`src/rtl/switch_input_conditioner.sv`:
```
// Keypad front end: per-switch 2-flop synchroniser and debounce counter,
// plus single-cycle press strobes (anysw, codesw, multi) for the lock controller.
module switch_input_conditioner #(
    parameter int unsigned DB_CYCLES = 8,
    parameter int unsigned CNT_W     = 4
) (
    input  logic       clk,
    input  logic       reset,
    input  logic [3:0] rawsw,
    input  logic [1:0] selsw,
    output logic       codesw,
    output logic       anysw,
    output logic [3:0] swdb,
    output logic       multi
);

    localparam logic [CNT_W-1:0] CNT_MAX = CNT_W'(DB_CYCLES - 1);

    logic [3:0]       s1;
    logic [3:0]       s2;
    logic [CNT_W-1:0] cnt [4];
    logic [3:0]       rise;
    logic [2:0]       rise_count;

    // A rise is the edge on which a pressed level completes qualification.
    always_comb begin
        rise       = '0;
        rise_count = '0;
        for (int unsigned i = 0; i < 4; i++) begin
            rise[i]    = s2[i] & ~swdb[i] & (cnt[i] == CNT_MAX);
            rise_count = rise_count + 3'(rise[i]);
        end
    end

    always_ff @(posedge clk) begin
        if (!reset) begin
            s1     <= '0;
            s2     <= '0;
            swdb   <= '0;
            anysw  <= 1'b0;
            multi  <= 1'b0;
            codesw <= 1'b0;
            for (int unsigned i = 0; i < 4; i++) begin
                cnt[i] <= '0;
            end
        end else begin
            s1 <= rawsw;
            s2 <= s1;
            for (int unsigned i = 0; i < 4; i++) begin
                if (s2[i] == swdb[i]) begin
                    cnt[i] <= '0;
                end else if (cnt[i] == CNT_MAX) begin
                    swdb[i] <= s2[i];
                    cnt[i]  <= '0;
                end else begin
                    cnt[i] <= cnt[i] + 1'b1;
                end
            end
            anysw  <= |rise;
            multi  <= (rise_count >= 3'd2);
            codesw <= rise[selsw] & (rise_count == 3'd1);
        end
    end

endmodule

```
`config.mk`:
```
export PLATFORM = sky130hd
export DESIGN_NAME = switch_input_conditioner
export DESIGN_NICKNAME = d
export VERILOG_FILES = /design/src/rtl/switch_input_conditioner.sv
export SDC_FILE = /design/constraint.sdc
export NUM_CORES = 1
export LEC_CHECK = 0
export CAP_MARGIN = 40
export CORE_MARGIN = 4
export CORE_UTILIZATION = 40
export DETAILED_ROUTE_END_ITERATION = 7
export HOLD_SLACK_MARGIN = 0.02
export PLACE_DENSITY = 0.63
export SYNTH_ARGS = -nofsm -noshare
export SYNTH_HDL_FRONTEND = slang
export SYNTH_SLANG_ARGS = --single-unit
export TNS_END_PERCENT = 20
```
`constraint.sdc`:
```
create_clock -name clk -period 3.65 [get_ports clk]
set_clock_uncertainty 0.1 [all_clocks]
set_input_delay 0.73 -clock clk [delete_from_list [all_inputs] [get_ports clk]]
set_output_delay 0.73 -clock clk [all_outputs]
set_load 0.02 [all_outputs]
```
==> impl_metrics.json <==
{
  "ys_seq_area_share_pct": 52.2,
  "path_depth": 9,
  "setup_viol": 0,
  "grt_max_degree": 15,
  "place.gp.congestion": 0.791,
  "placed_area_sq_um": 1750,
  "crit_top_cell": "ha_1",
  "r2r_cells": 9,
  "diodes": 0,
  "cts_sinks": 31,
  "tritoncts": "built",
  "drive_gt1_share_pct": 7.74,
  "max_freq_ghz": 0.369,
  "cts_setup_buffers": 0,
  "pin_count": 15,
  "path_clk_slew_ns": 0.06,
  "ctsHtreeMaxLevel": 2,
  "synth_common_cells": "18 x inv_1, 18 x nor2_1, 16 x edfxtp_1",
  "hold_path_depth": 1,
  "met3_usage_pct": 3.34,
  "hold_violations": 0,
  "synth_top_area_share_pct": 32.1,
  "crit_type": "reg2reg",
  "power.ir.vdd_worst_uv": 260,
  "drv_slew": 0,
  "final_area_sq_um": 1830,
  "p_leak_nw": 0.761,
  "grt_util_met2_pct": 16.6,
  "via_per_inst": 4.57,
  "powerDensity_nw_per_um2": 371,
  "crit_family": "adder cells",
  "grt_use_met1_pct": 12.4,
  "drv_cap": 0,
  "clockRootBuffer": "clkbuf_8",
  "rows": 21,
  "die_y_microns": 69.1,
  "crit_start": "cnt[1][0]",
  "drtIter0Drc": 58,
  "slowest_stage": "fa_1",
  "fp.dieW_microns": 69.1,
  "numCtsBuffers": 5,
  "cts_hold_buf": 0,
  "cp-endpoint": "codesw",
  "cpPeakStageDelay_ns": 0.50,
  "r2r_start": "cnt[1][0]",
  "clk_path_buf_depth": 2,
  "first_pass_iters": 4,
  "reg2reg_to": "codesw",
  "cp-end-kind": "flop",
  "antenna_found_initial": 0,
  "synth_area_per_cell_sq_um": 11.3,
  "layout.area.seq_sq_um": 781,
  "start_util_pct": 43.1,
  "grt_overflow": 0,
  "drtAntennaViolNets": 0,
  "outcome": "completed",
  "grt.busiest_layer": "met2",
  "design_power_total_w": 0.000678,
  "ys_seq_elements": 31,
  "synth_top_area_cell": "edfxtp_1",
  "synthTopCellsByArea": "edfxtp_1 32%, dfxtp_1 20%, ha_1 10%",
  "synthDistinctLibCells": 28,
  "synthesis.area_sq_um": 1500,
  "synth-edff-count": 16,
  "min_from": "s1[2]",
  "post-route-drc-count": 0,
  "dp_hpwl_mm": 1.74,
  "synthArstFlopShare_pct": 0,
  "hold_class": "reg2reg",
  "vias": 978,
  "r2r_setup_slack_ns": 0.94,
  "area_growth_pct": 22.2,
  "wl_mm": 2.28,
  "cp_max_fo": 3,
  "cts_resized": 0,
  "fin_ws_ns": 0.937,
  "n_fill_cell": 314,
  "synthFlopType": "edfxtp_1",
  "min_period_ns": 2.71,
  "yosysWarnings": 0,
  "grt_pass1_wl_mm": 4.04,
  "setup_tns_ns": 0,
  "arrival_ns": 2.84,
  "first_global_vias": 947,
  "grtUsageTotal_pct": 10.8,
  "critical_path_buf_inv_count": 1,
  "dieArea_sq_um": 4780,
  "synth_cells": 132,
  "clk_latency_ns": 0.27,
  "rsz0062_at_grt": "false",
  "post-route-period-util_pct": 74.3,
  "fin_nets": 188,
  "path_cells": "ha_1 > and3b_1 > and2_1 > fa_1 > ha_1 > inv_1 > ha_1 > a2111oi_2 > o311a_1",
  "wire_per_inst_microns": 10.7,
  "io_buffer_count": 14,
  "setup.worst_path.start_class": "flop",
  "core-area_sq_um": 3470,
  "multi_input_area_sq_um": 699,
  "pre_cts_ws_ns": 0.943,
  "required_ns": 3.77
}
## metal layers
metal  vias to the layer above  routed length, microns
li1                        505                       -
met1                       447                    1090
met2                        22                    1020
met3                         4                     106
met4                         0                      65
met5                         -                       0
## cell usage in the layout (no fill, tap or decap), drive strengths merged, types with 2 or more instances in the layout
cell           count
mux2i              4
nand4b             3
clkdlybuf4s50     14
xnor2              7
ha                12
nor3               4
clkbuf             7
and2               9
nand3              5
conb              16
edfxtp            16
nor2              18
and4bb             3
inv               18
nand2              2
dfxtp             15
a311o              3
## cell type report
cell class              instances  area share [%]
clock buffers                   7            4.18
clock inverters                 1           0.274
inverters                      18            3.70
multi-input cells              97            38.3
flip-flops and latches         31            42.7
well taps                      46            3.15
repair buffers                 14            7.67
## worst min path at each step
stage                 end  slack, ns
finish              s2[2]       0.33
global route        s2[2]       0.36
CTS                 s2[2]       0.34
detailed placement  s2[2]       0.32
global placement    s2[3]       0.32
floorplan           s2[0]       0.31
## stage by stage
| step | util (%) | cells | hold WS (ns) |
|---|---|---|---|
| 2_1_floorplan | - | 147 | 0.312 |
| 3_3_place_gp | 50.3 | 206 | 0.315 |
| 6_report | 52.7 | 214 | 0.332 |
| 5_1_grt | 52.7 | 214 | 0.356 |
| 4_1_cts | 52.7 | 214 | 0.336 |
| 3_5_place_dp | 50.3 | 206 | 0.320 |
## registers in the layout (all words and copies together), names as in the netlist
register	flops
cnt	16
s1	4
s2	4
swdb	4
anysw	1
codesw	1
multi	1
## where the power goes
group          switching, W  leakage [nW]  internal [W]
registers        0.00000786         0.288      0.000379
logic             0.0000193         0.431     0.0000209
clock network      0.000118        0.0422      0.000133
total              0.000145         0.761      0.000533
## kinds of logic (layout without fill, tap and decap cells)
kind of cell	count (synthesis)	count (layout)	share of synthesized area (%)
and+or+nand+nor	49	49	19.6
DFF	31	31	52.2
buffers and inverters	19	40	4.77
adders and majority gates	13	13	11.4
xor gates and xnor gates	8	8	4.69
AOI/OAI and AO/OA	7	7	4.43
muxes	4	4	2.68
other	1	16	0.251
Power figures use the tool's default switching activity.
